`src/rtl/mode_finder_pkg.sv`:
```
// Shared types and width helpers for the mode finder.
package mode_finder_pkg;

  typedef enum logic [1:0] {
    LOAD = 2'd0,
    SCAN = 2'd1,
    DONE = 2'd2
  } state_t;

  // Count fields must hold the value DEPTH itself, hence depth+1.
  function automatic int cnt_width(input int depth);
    return $clog2(depth + 1);
  endfunction

  function automatic int idx_width(input int depth);
    return (depth > 1) ? $clog2(depth) : 1;
  endfunction

endpackage

```
`src/rtl/mode_finder_if.sv`:
```
// Sample stream in, result out. Handshake: a transfer happens on the rising
// clk1 edge where valid && ready; the source holds data steady while valid && !ready.
interface mode_finder_if #(
  parameter int DATA_W = 32,
  parameter int DEPTH  = 8
);
  localparam int CNT_W = mode_finder_pkg::cnt_width(DEPTH);

  logic              in_valid;
  logic              in_ready;
  logic [DATA_W-1:0] in_data;
  logic              in_last;
  logic              out_valid;
  logic              out_ready;
  logic [DATA_W-1:0] out_mode;
  logic [CNT_W-1:0]  out_freq;
  logic [CNT_W-1:0]  out_len;

  modport slave (
    input  in_valid, in_data, in_last, out_ready,
    output in_ready, out_valid, out_mode, out_freq, out_len
  );

  modport master (
    output in_valid, in_data, in_last, out_ready,
    input  in_ready, out_valid, out_mode, out_freq, out_len
  );
endinterface

```
`src/rtl/mode_finder_unit_buf.sv`:
```
// Dataset storage: one write port, two combinational read ports (row and column index).
module mode_buf
  import mode_finder_pkg::*;
#(
  parameter int DATA_W = 32,
  parameter int DEPTH  = 8,
  parameter int IDX_W  = idx_width(DEPTH)
) (
  input  logic              clk1,
  input  logic              we,
  input  logic [IDX_W-1:0]  waddr,
  input  logic [DATA_W-1:0] wdata,
  input  logic [IDX_W-1:0]  row_addr,
  input  logic [IDX_W-1:0]  col_addr,
  output logic [DATA_W-1:0] row_data,
  output logic [DATA_W-1:0] col_data
);
  logic [DATA_W-1:0] mem [DEPTH];

  always_ff @(posedge clk1) begin
    if (we) mem[waddr] <= wdata;
  end

  assign row_data = mem[row_addr];
  assign col_data = mem[col_addr];
endmodule

```
`src/rtl/mode_finder_unit.sv`:
```
// Mode finder: buffers a dataset, runs an n*n compare scan, reports mode/frequency/length.
// Optional MODE_FINDER_EARLY_EXIT_EN stops the scan once no later row can beat the current best.
module mode_finder_unit
  import mode_finder_pkg::*;
#(
  parameter int DATA_W = 32,
  parameter int DEPTH  = 8
) (
  input  logic          clk1,
  input  logic          rst,
  mode_finder_if.slave  bus,
  output logic          busy,
  output state_t        dbg_state
);
  localparam int CNT_W = cnt_width(DEPTH);
  localparam int IDX_W = idx_width(DEPTH);

  state_t            state, state_nx;
  logic [CNT_W-1:0]  n, i, j, cnt, max_freq, total;
  logic [DATA_W-1:0] mode, row_data, col_data;
  logic              out_valid_q;
  logic              accept, match, row_end, last_row, early_stop, scan_end;

  assign accept   = (state == LOAD) && bus.in_valid;
  assign match    = (row_data == col_data);
  assign row_end  = (j == n - CNT_W'(1));
  assign last_row = (i == n - CNT_W'(1));
  assign total    = cnt + CNT_W'(match);

`ifdef MODE_FINDER_EARLY_EXIT_EN
  logic [CNT_W-1:0] best, remaining;
  // Rows after i can reach at most n-i-1 matches; a strict improvement is then impossible.
  assign best       = (total > max_freq) ? total : max_freq;
  assign remaining  = n - i - CNT_W'(1);
  assign early_stop = (best >= remaining);
`else
  assign early_stop = 1'b0;
`endif

  assign scan_end = row_end && (last_row || early_stop);

  always_ff @(posedge clk1) begin
    if (rst) state <= LOAD;
    else     state <= state_nx;
  end

  always_comb begin
    state_nx = state;
    case (state)
      LOAD: if (accept && (bus.in_last || n == CNT_W'(DEPTH - 1))) state_nx = SCAN;
      SCAN: if (scan_end) state_nx = DONE;
      DONE: if (out_valid_q && bus.out_ready) state_nx = LOAD;
      default: state_nx = LOAD;
    endcase
  end

  always_ff @(posedge clk1) begin
    if (rst) begin
      n           <= '0;
      i           <= '0;
      j           <= '0;
      cnt         <= '0;
      max_freq    <= '0;
      mode        <= '0;
      out_valid_q <= 1'b0;
    end else begin
      case (state)
        LOAD: if (accept) n <= n + CNT_W'(1);
        SCAN: begin
          if (row_end) begin
            cnt <= '0;
            j   <= '0;
            i   <= i + CNT_W'(1);
            if (total > max_freq) begin
              max_freq <= total;
              mode     <= row_data;
            end
          end else begin
            cnt <= total;
            j   <= j + CNT_W'(1);
          end
        end
        DONE: begin
          // Result is presented one cycle after entering DONE.
          if (!out_valid_q) begin
            out_valid_q <= 1'b1;
          end else if (bus.out_ready) begin
            out_valid_q <= 1'b0;
            n           <= '0;
            i           <= '0;
            j           <= '0;
            cnt         <= '0;
            max_freq    <= '0;
            mode        <= '0;
          end
        end
        default: ;
      endcase
    end
  end

  mode_buf #(
    .DATA_W(DATA_W),
    .DEPTH (DEPTH),
    .IDX_W (IDX_W)
  ) u_buf (
    .clk1    (clk1),
    .we      (accept),
    .waddr   (n[IDX_W-1:0]),
    .wdata   (bus.in_data),
    .row_addr(i[IDX_W-1:0]),
    .col_addr(j[IDX_W-1:0]),
    .row_data(row_data),
    .col_data(col_data)
  );

  assign bus.in_ready  = (state == LOAD);
  assign bus.out_valid = out_valid_q;
  assign bus.out_mode  = mode;
  assign bus.out_freq  = max_freq;
  assign bus.out_len   = n;
  assign busy          = (state == SCAN);
  assign dbg_state     = state;
endmodule

```
`src/flat_wrapper.sv`:
```
// flat-port wrapper written by rule: the top's interface ports become plain ports
module mode_finder_unit_flat import mode_finder_pkg::*;
#(
  parameter int DATA_W = 32,
  parameter int DEPTH  = 8
)
  (clk1, rst, busy, dbg_state, bus_in_valid, bus_in_data, bus_in_last, bus_out_ready, bus_in_ready, bus_out_valid, bus_out_mode, bus_out_freq, bus_out_len);
  mode_finder_if #(.DATA_W(DATA_W), .DEPTH(DEPTH)) bus_i ();
  input  logic clk1;
  input  logic rst;
  output logic busy;
  output state_t dbg_state;
  input wire logic [$bits(bus_i.in_valid)-1:0] bus_in_valid;
  input wire logic [$bits(bus_i.in_data)-1:0] bus_in_data;
  input wire logic [$bits(bus_i.in_last)-1:0] bus_in_last;
  input wire logic [$bits(bus_i.out_ready)-1:0] bus_out_ready;
  output wire logic [$bits(bus_i.in_ready)-1:0] bus_in_ready;
  output wire logic [$bits(bus_i.out_valid)-1:0] bus_out_valid;
  output wire logic [$bits(bus_i.out_mode)-1:0] bus_out_mode;
  output wire logic [$bits(bus_i.out_freq)-1:0] bus_out_freq;
  output wire logic [$bits(bus_i.out_len)-1:0] bus_out_len;
  assign bus_i.in_valid = bus_in_valid;
  assign bus_i.in_data = bus_in_data;
  assign bus_i.in_last = bus_in_last;
  assign bus_i.out_ready = bus_out_ready;
  assign bus_in_ready = bus_i.in_ready;
  assign bus_out_valid = bus_i.out_valid;
  assign bus_out_mode = bus_i.out_mode;
  assign bus_out_freq = bus_i.out_freq;
  assign bus_out_len = bus_i.out_len;
  mode_finder_unit #(.DATA_W(DATA_W), .DEPTH(DEPTH)) u_core (.clk1(clk1), .rst(rst), .bus(bus_i), .busy(busy), .dbg_state(dbg_state));
endmodule
```
`config.mk`:
```
export PLATFORM = sky130hd
export DESIGN_NAME = mode_finder_unit_flat
export DESIGN_NICKNAME = d
export VERILOG_FILES = /design/src/rtl/mode_finder_pkg.sv /design/src/rtl/mode_finder_if.sv /design/src/rtl/mode_finder_unit_buf.sv /design/src/rtl/mode_finder_unit.sv /design/src/flat_wrapper.sv
export SDC_FILE = /design/constraint.sdc
export NUM_CORES = 1
export LEC_CHECK = 0
export BUFFER_PORTS_ARGS = -buffer_cell sky130_fd_sc_hd__buf_2
export CORE_ASPECT_RATIO = 1.1
export CORE_UTILIZATION = 30
export DETAILED_ROUTE_END_ITERATION = 16
export PLACE_DENSITY = 0.5
export RECOVER_POWER = 100
export SLEW_MARGIN = 20
export SYNTH_ARGS = -nofsm -noshare
export SYNTH_HDL_FRONTEND = slang
export SYNTH_SLANG_ARGS = --single-unit
```
`constraint.sdc`:
```
create_clock -name clk1 -period 6.99 [get_ports clk1]
set_clock_uncertainty 0.2 [all_clocks]
set_input_delay 2.097 -clock clk1 [delete_from_list [all_inputs] [get_ports clk1]]
set_output_delay 2.097 -clock clk1 [all_outputs]
set_load 0.1 [all_outputs]
```
=== After elaboration in Yosys (flattened, before gate mapping) ===
Memory sizes are Yosys's and may differ from the RTL's. A register that Yosys moved wholly into a read port is not among the register bits.
Cells that the tools add are included.

* Add/sub/neg operators: 5
* $lt $le $gt $ge: 1
* Equality and inequality tests: 14
* Muxes and demuxes: 30
* Reductions and logical operators: 13

{| class="wikitable"
|+ Operators by type and width
! cell !! count
|-
| $mux W32 || 4
|-
| $pmux W32 S2 || 1
|-
| $pmux W4 S2 || 5
|-
| $eq A32 B32 Y1 || 1
|-
| $mux W4 || 8
|-
| $ne A2 B1 Y1 const B || 7
|-
| $add A4 B1 Y4 const B || 3
|-
| $mux W3 || 4
|-
| $eq A4 B4 Y1 || 2
|-
| $reduce_and A4 Y1 || 2
|-
| $mux W2 || 3
|-
| $pmux W2 S3 || 1
|-
| $reduce_and A3 Y1 || 2
|-
| $reduce_and A5 Y1 || 1
|-
| $add A4 B1 Y4 || 1
|-
| $eq A4 B3 Y1 const B || 1
|-
| $gt A4 B4 Y1 || 1
|-
| $logic_and A1 B1 Y1 || 4
|-
| $mux W1 || 4
|-
| $reduce_bool A2 Y1 || 2
|-
| $sub A4 B1 Y4 const B || 1
|-
| $eq A2 B1 Y1 const B || 1
|-
| $eq A2 B2 Y1 const B || 1
|-
| $logic_not A2 Y1 || 1
|-
| other kinds (2) || 2
|}

* Register bits: 55
* RAM bits: 256
* Input port bits: 37
* Output and inout bits: 45
* Word-level logic and storage cells: 72
* Memories kept: 1

{| class="wikitable"
|+ Memory list
! memory !! depth !! bits a word !! rd ports !! clocked after Yosys merged registers in !! wr ports !! RTL line !! source
|-
| u_core.u_buf.mem || 8 || 32 || 2 || 2 || 1 || mode_finder_unit_buf.sv:18 || <nowiki>logic [DATA_W-1:0] mem [DEPTH];</nowiki>
|}

=== Logic depth before layout (Yosys ltp) ===
Gate-level depths: netlist of run 1.

* Depth in word-level cells: 6
* Depth in mapped cells: 21
* Gate-level depth less buffers: 15

=== Modules after synthesis ===
Synthesis of run 1 repeated with hierarchy kept, for this count alone.

* Cell total of the unflattened synthesis: 815
* Area, all modules: 14880.5 um2

{| class="wikitable"
|+ Modules (own cells, without submodules)
! module !! times used !! cells an instance !! area an instance (um2) !! sequential area each (um2)
|-
| mode_buf || 1 || 497 || 11898.9 || 7687.4
|-
| mode_finder_unit || 1 || 318 || 2981.6 || 1101.1
|}

=== Worst setup path after synthesis of run 1 ===
OpenSTA, ideal clock, no wires.

* Kind: flip-flop to flip-flop
* Start: register u_core.state[0], in the netlist u_core.dbg_state[0]
* End: memory u_core.u_buf.mem[0][0] (enable)
* Library setup time: 461 ps
* Data arrival time: 4870 ps
* Required time: 6329 ps
* Setup slack: 1459 ps
* Stages on the path, launching flop included: 6
* Path buffers: 1
* Clock period less this slack: 5531 ps
* Cells stage by stage: dfxtp_1 nor2_1 and2_0 clkbuf_1 nand2_1 nor3_1

* Word-level cells in the longest chain between the ends: 4

{| class="wikitable"
|+ Ends and longest elaborated chain
! what !! RTL line !! source
|-
| from (decl) || mode_finder_unit.sv:18 || <nowiki>state_t state, state_nx;</nowiki>
|-
| from (signal assigned) || mode_finder_unit.sv:44 || <nowiki>else state <= state_nx;</nowiki>
|-
| $logic_not A2 Y1 || - ||
|-
| named net bus_in_ready || flat_wrapper.sv:17 || <nowiki>output wire logic [$bits(bus_i.in_ready)-1:0] bus_in_ready;</nowiki>
|-
| $logic_and A1 B1 Y1 || mode_finder_unit.sv:24 || <nowiki>assign accept = (state == LOAD) && bus.in_valid;</nowiki>
|-
| $mux W1 || mode_finder_unit_buf.sv:21 || <nowiki>if (we) mem[waddr] <= wdata;</nowiki>
|-
| $mux W1 (implied by the code) || mode_finder_unit_buf.sv:21 ||
|-
| to (decl) || mode_finder_unit_buf.sv:18 ||
|}

The timed path passes the listed nets, and every way through them passes these cells.

==> summary.md, run 1 <==
| Metric | Value |
|---|---|
| Status | finished, violations left |
| Failing checks | max-capacitance violations, max-slew violations |
| Worst Setup Path Type | register to register |
| Maximum clock frequency | between 150 and 200 MHz |
| Register area share after synthesis | between 50% and 60% |
| Worst Path Required | 7.23 ns |
| Syn Inst Count | around 950 |
| Relative slew slack | -88.7% |
| Fin cells | 1726 |
| Total die area | 50700 um2 |
| Max-capacitance violation count | 12 |
| Dominant synthesized flop cell | edfxtp_1 |
| Die outline height | 236 um |
| Async SR Flop Fraction | 0% |
| Fin Setup TNS | 0 ns |
| Dpl cell area | 16100 um2 |
| H-tree levels | 2 |
| Final WL | around 38 mm |
| Largest net degree at the start of global routing | 55 |
| Share of cells above drive strength 1 | ~18% |
| Worst setup EP type | register |
| Post-synth EDFFs | 256 |
| Leak Pwr | 0.00503 uW |
| Area Overhead vs Synth | 14.6% |
| Rows | 85 |
| GRT Total Usage | 15.1% |
| Slew Limit Fails | 270 |
| Critical path arrival | 6.32 ns |
| Post-CTS sizing | 0 |
| Synth top area cells | edfxtp_1 (51%), mux4_2 (14%), mux2i_1 (8.8%) |
| DR vias | between 8000 and 9000 |
| Share of the synthesized area in the top cell type | 51.5% |
| Final Cell Area | 17100 um2 |
| Final GP Congestion | about 0.76 |
| Via count of the first global-routing pass | 8879 |
| CTS max path bufs | 3 |
| Starting Density | 30.4% |
| Vias/cell | 4.96 |
| Tmin final | 6.07 ns |
| # nets final | 1091 |
| DRT iter0 DRCs | 817 |
| First-pass GRT wire length | 57.0 mm |
| Least-Margin Pin Slew | about 2.8 ns |
| First-pass DRT Iterations | 5 |
| Total grt overflow | 0 |
| Final hold vios | 0 |
| RSZ-0062 raised after global routing | false |
| Num CTS Buffers | 36 |
| Cts hold-fix bufs | 0 |
| Post-Syn Nets | ~1000 |
| Core Box Area | around 49000 um2 |
| Synth area leader | edfxtp_1 |
| HPWL Detailed | 24.3 mm |
| Post-Syn Area | ~15000 um2 |
| Critical path fanouts, max | 23 |
| Pwr Density | ~250 nW/um2 |
| CTS tree | done |
| Initial antenna violation count | 3 |
| I/O Pins | 82 |
| CTS clk-pin slew, worst paths | 0.06 ns |
| Period Utilization, post-route | 86.9% |
| Worst-Skew Late Latency | between 0.5 and 0.6 ns |
| Die X | 215 um |
| Distinct cells, synth | 46 |
| Final count of negative-setup-slack endpoints | 0 |
| Yosys reg bits | 317 |
| DR DRC count | 0 |
| Clk root buf | clkbuf_16 |
| # placed instances | 1658 |
| Synth top cells by count | edfxtp_1 (256), mux2i_1 (131), mux4_2 (96), dfxtp_1 (61), o21ai_0 (58) |
| Most instantiated library cell after synthesis | edfxtp_1 |
| Ys Warns | 0 |
| VDD IR max | 0.000164 V |
| Worst setup SP type | register |
| I/O Buffers | 81 |
| DR WL/cell | 22.1 um |
| CTS sink count | 317 |
| Syn_area_per_cell | around 16 um2 |
| Routed Antenna Nets | 0 |
| Post-CTS Setup Bufs | 0 |
| Hold Path Class | register to register |
cells in the final DEF, fill, tap and decap left out, types with 2 or more instances in the layout:
cell type	count
dfxtp_1	56
mux4_2	96
inv_1	7
nand2_1	15
clkinv_2	7
dfxtp_4	3
clkinv_1	3
inv_6	2
clkbuf_8	3
nand3_1	5
buf_2	4
ha_1	10
nor4_1	4
dfxtp_2	2
clkinvlp_4	3
bufinv_16	4
nand2b_1	39
nand4_1	17
nor2_1	24
o21ai_1	9
a21oi_1	8
edfxtp_1	256
buf_12	2
mux2i_1	131
o21ai_0	58
diode_2	2
a22oi_1	6
clkbuf_1	92
or3_1	36
clkbuf_16	37
a31oi_1	2
o21a_1	2
xnor2_1	10
nor2b_1	35
nor3_1	5
clkinv_4	3
xor2_1	3
o22ai_1	32
buf_4	24
sequential cells by signal, summed over array words and instances (netlist names), named ones only:
register / cells
u_core.dbg_state: 2
u_core.bus.out_mode: 32
u_core.cnt: 4
u_core.bus.out_freq: 4
u_core.bus.out_len: 4
u_core.bus.out_valid: 1
u_core.j: 4
u_core.u_buf.mem: 256
u_core.i: 4
path summary, 6_finish.rpt:
check                                        startpoint                       to  slack [ns]  cells after the start
worst min register to register  u_core.bus.out_mode[16]  u_core.bus.out_mode[16]        0.27                      2
worst max-delay path                           register  u_core.bus.out_mode[29]        0.92                     17
worst min-delay path            u_core.bus.out_mode[16]  u_core.bus.out_mode[16]        0.27                      2
worst max register to register                 register  u_core.bus.out_mode[29]        0.92                     17
area by class of cell:
cell class | count | area, um2
clock inverters | 21 | 229
repair buffers | 117 | 567
multi-input cells | 564 | 5560
clock buffers | 45 | 986
fillers | 4640 | 31900
flip-flops and latches | 317 | 8920
diodes | 2 | 5.00
well taps | 652 | 816
inverters | 8 | 30.0
kinds of logic (layout without fill, tap and decap cells):
group / Yosys count / count (layout) / share of synthesized area, %
AND/OR/NAND/NOR: 190 / 190 / 7.27
XOR/XNOR: 15 / 15 / 1.07
buffers and inverters: 68 / 191 / 3.25
other: 0 / 2 / 0
multiplexers: 228 / 228 / 23.3
adder cells (fa/ha/maj): 10 / 10 / 0.838
AO/OA/AOI/OAI: 121 / 121 / 4.55
flip-flops: 317 / 317 / 59.7
through the flow:
| stage | hold slack (ns) | worst slack (ns) | power [uW] | util (%) |
|---|---|---|---|---|
| 2_1_floorplan | 0.270 | 1.46 | 2330 | - |
| 3_3_place_gp | 0.256 | 0.779 | 2430 | 32.8 |
| 3_5_place_dp | 0.258 | 0.803 | 2430 | 32.8 |
| 4_1_cts | 0.271 | 0.764 | 4360 | 35.3 |
| 5_1_grt | 0.292 | 0.366 | 4450 | 34.9 |
| 6_report | 0.274 | 0.917 | 4300 | 34.9 |
critical path, cell delays in order, from the launching register on:
cell and delay [ns]:
dfxtp_4 0.67, buf_4 0.50, mux4_2 0.55, mux2i_1 0.18, or3_1 0.13, nand4_1 0.23
nor4_1 0.48, and4_1 0.31, ha_1 0.18, ha_1 0.26, ha_1 0.30, nor2b_1 0.13
o21a_1 0.13, o21a_1 0.10, o21ai_0 0.12, a21oi_4 0.68, buf_4 0.52, mux2i_1 0.25
power breakdown:
part | total [uW] | leakage [uW] | switching (uW) | internal, uW
combinational | 284 | 0.00162 | 164 | 120
sequential | 2100 | 0.00282 | 24.2 | 2080
clock | 1920 | 0.000592 | 760 | 1160
total | 4300 | 0.00503 | 948 | 3350
layer usage:
layer / GRT usage (%) / up-vias / share of wire, %
met3: 2.54 / 62 / 3.9
met1: 18.8 / 4331 / 43
met5: 0 / - / 0.034
li1: - / 3989 / -
met2: 26.3 / 171 / 50
met4: 5.37 / 2 / 2.8
No activity file was read; power rests on OpenSTA's default activity.
==> run 2, diff against run 1 <==
--- a/config.mk
+++ b/config.mk
@@ -14,4 +14,5 @@
 export SLEW_MARGIN = 20
 export SYNTH_ARGS = -nofsm -noshare
 export SYNTH_HDL_FRONTEND = slang
+export SYNTH_HIERARCHICAL = 1
 export SYNTH_SLANG_ARGS = --single-unit
==> run 2 against run 1 <==
The flow still finishes with violations (max-capacitance violations, max-slew violations); setup slack worse by 0.028 ns; utilization shrank 0.25 points; via count fell by 3.8%; flip-flop and latch count is 6 lower; first-iteration DRC count fell by 40%; clock power shrank 9%; count of clock-buffer cells in the layout up 1; wire length increased by 1.7%; critical path depth did not move; critical endpoint is now u_core/bus.out_mode[25].
==> summary.md, run 2 <==
| Metric | Value |
|---|---|
| Status | finished, violations left |
| Failing checks | max-capacitance violations, max-slew violations |
| Die X | 214 um (-0.16%) |
| # nets final | 945 (-13%) |
| Final count of negative-setup-slack endpoints | 0 (unchanged) |
| VDD IR max | 0.000126 V (-23%) |
| Leak Pwr | 0.00552 uW (+9.8%) |
| Leading cell types in the layout, fill and taps excluded | edfxtp_1 (256), clkbuf_1 (98), mux4_1 (80) |
| Worst setup EP type | register |
| Most common cell after layout, fill and taps aside | edfxtp_1 |
| Starting Density | 30.4% (-0.031 points) |
| Max-capacitance violation count | 13 (+1) |
| Ys Warns | 6 (+6) |
| Share of cells above drive strength 1 | 21.0% (+2.8 points) |
| Core Util, Final | 34.7% (-0.25 points) |
| Post-Syn Nets | 862 (-13%) |
| Worst Setup Path Type | register to register |
| GRT Total Usage | 15.2% (+0.049 points) |
| Final hold vios | 0 (unchanged) |
| CTS sink count | 311 (-1.9%) |
| Die outline height | 236 um (-0.16%) |
| Register area share after synthesis | 59.1% (-0.62 points) |
| Worst setup SP type | register |
| Largest net degree at the start of global routing | 61 (+11%) |
| Via count of the first global-routing pass | 8345 (-6.0%) |
| Routed Antenna Nets | 0 (unchanged) |
| HPWL Detailed | 24.0 mm (-1.4%) |
| Post-CTS sizing | 0 (unchanged) |
| Critical path fanouts, max | 27 (+17%) |
| Core Box Area | 48900 um2 (-0.22%) |
| I/O Buffers | 81 (unchanged) |
| Critical path arrival | 6.35 ns (+0.03 ns) |
| Fin Setup TNS | 0 ns (unchanged) |
| Final WL | 38.8 mm (+1.7%) |
| Worst-Skew Late Latency | 0.54 ns (about the same) |
| Total die area | 50500 um2 (-0.32%) |
| Filler cell count | 4697 (+1.2%) |
| Dominant synthesized flop cell | edfxtp_1 |
| Cts hold-fix bufs | 0 (unchanged) |
| Slew Limit Fails | 254 (-5.9%) |
| Syn Inst Count | 815 (-14%) |
| Share of the synthesized area in the top cell type | 51.7% (+0.16 points) |
| Pwr Density | 256 nW/um2 (+2.0%) |
| N_diodes | 0 (-2) |
| I/O Pins | 82 (unchanged) |
| First-pass DRT Iterations | 4 (-1) |
| Max reg flops | 256 (unchanged) |
| Synth top cells by count | edfxtp_1 (256), mux4_1 (80), mux2_2 (64), dfxtp_1 (55), mux4_2 (48) |
| Post-synth EDFFs | 256 (unchanged) |
| Syn_area_per_cell | 18.3 um2 (+16%) |
| CTS tree | done |
| Post-Syn Area | 14900 um2 (-0.32%) |
| Register area | 8800 um2 (-1.4%) |
| CTS max path bufs | 3 (unchanged) |
| DR vias | 8227 (-3.8%) |
| Initial antenna violation count | 1 (-2) |
| Worst Path Required | 7.24 ns (about the same) |
| Period Utilization, post-route | 87.3% (+0.39 points) |
| Least-Margin Pin Slew | 2.85 ns (+0.0195 ns) |
| H-tree levels | 2 (unchanged) |
| Yosys reg bits | 311 (-1.9%) |
| Async SR Flop Fraction | 0% (unchanged) |
| Rows | 85 (unchanged) |
| Vias/cell | 5.22 (+5.4%) |
| Synth area leader | edfxtp_1 |
| Most instantiated library cell after synthesis | edfxtp_1 |
| Num CTS Buffers | 36 (unchanged) |
| Biggest register | u_core/u_buf/mem |
| DR WL/cell | 24.6 um (+11%) |
| First-pass GRT wire length | 56.2 mm (-1.3%) |
| Hold Path Class | register to register |
| Synth top area cells | edfxtp_1 (52%), mux4_1 (14%), dfxtp_1 (7.4%) |
| Multi-input gate area | 5690 um2 (+2.4%) |
| Total grt overflow | 0 (unchanged) |
| Final GP Congestion | 0.791 (+3.8%) |
| Area Overhead vs Synth | 13.9% |
| Clk root buf | clkbuf_16 |
| RSZ-0062 raised after global routing | false |
| Maximum clock frequency | 164 MHz (-0.45%) |
| Post-CTS Setup Bufs | 0 (unchanged) |
| CTS clk-pin slew, worst paths | 0.06 ns (about the same) |
| Distinct cells, synth | 45 (-2.2%) |
| DRT iter0 DRCs | 493 (-40%) |
| Tmin final | 6.10 ns (+0.0275 ns) |
| Relative slew slack | -90.0% (-1.3 points) |
| DR DRC count | 0 (unchanged) |
-- run 2: path summary, 6_finish.rpt --
path         slack, ns  cells past startpoint                    start                       to
max reg2reg       0.89                     17              u_core/i[0]  u_core/bus.out_mode[25]
min reg2reg       0.29                      1  u_core/bus.out_mode[23]  u_core/bus.out_mode[23]
min               0.29                      1  u_core/bus.out_mode[23]  u_core/bus.out_mode[23]
max               0.89                     17              u_core/i[0]  u_core/bus.out_mode[25]
-- run 2: cell type report --
cell class | instances | share of cell area, %
flip-flops and latches | 311 | 51.9
multi-input cells | 425 | 33.6
clock buffers | 46 | 5.59
well taps | 652 | 4.81
repair buffers | 107 | 2.94
clock inverters | 17 | 0.790
inverters | 17 | 0.376
-- run 2: logic make-up (layout without fill, tap and decap cells) --
group,after synthesis,after routing,synth area share (%)
AOI/OAI and AO/OA,59,59,3.37
xor gates and xnor gates,47,47,2.82
adders and majority gates,10,10,0.841
buffers and inverters,79,187,2.81
DFF,311,311,59.1
muxes,192,192,26.2
and+or+nand+nor,117,117,4.87
-- run 2: per-layer routing --
metal,part of all wire [%],up-vias,GRT usage [%],routed length (um)
li1,-,3668,-,-
met1,45,4331,20.4,17300
met2,49,180,25.3,19000
met3,4.3,46,2.44,1660
met4,2.1,2,4.16,811
met5,0.044,-,0,17
-- run 2: through the flow --
| step | total power, uW | worst slack, ns | hold slack (ns) | cells | area, um2 |
|---|---|---|---|---|---|
| floorplan | 2490 | 1.31 | 0.256 | 815 | 14900 |
| global placement | 2660 | 1.28 | 0.271 | 1512 | 16100 |
| detailed placement | 2660 | 1.25 | 0.277 | 1512 | 16100 |
| CTS | 4400 | 1.24 | 0.290 | 1575 | 17100 |
| global route | 4490 | 0.536 | 0.318 | 1575 | 17000 |
| finish | 4340 | 0.889 | 0.288 | 1575 | 17000 |
-- run 2: where the power goes --
part,total [uW],switching (uW),internal [uW],leakage [uW]
clock,1740,736,1000,0.000532
combinational,508,283,225,0.00223
sequential,2100,47.3,2050,0.00276
total,4340,1070,3280,0.00552
-- run 2: critical path, cell delays in order (launching register included) --
cell	delay (ns)
dfxtp_4	0.67
buf_12	0.30
mux4_1	0.60
mux2_2	0.34
xor2_1	0.17
nor4_1	0.61
nand4_1	0.21
nor2_1	0.14
ha_1	0.18
nand3_1	0.09
xnor2_1	0.30
ha_1	0.31
and2_0	0.17
o21ai_0	0.12
a32oi_1	0.18
nand2_1	0.15
clkbuf_1	0.95
a41o_1	0.30
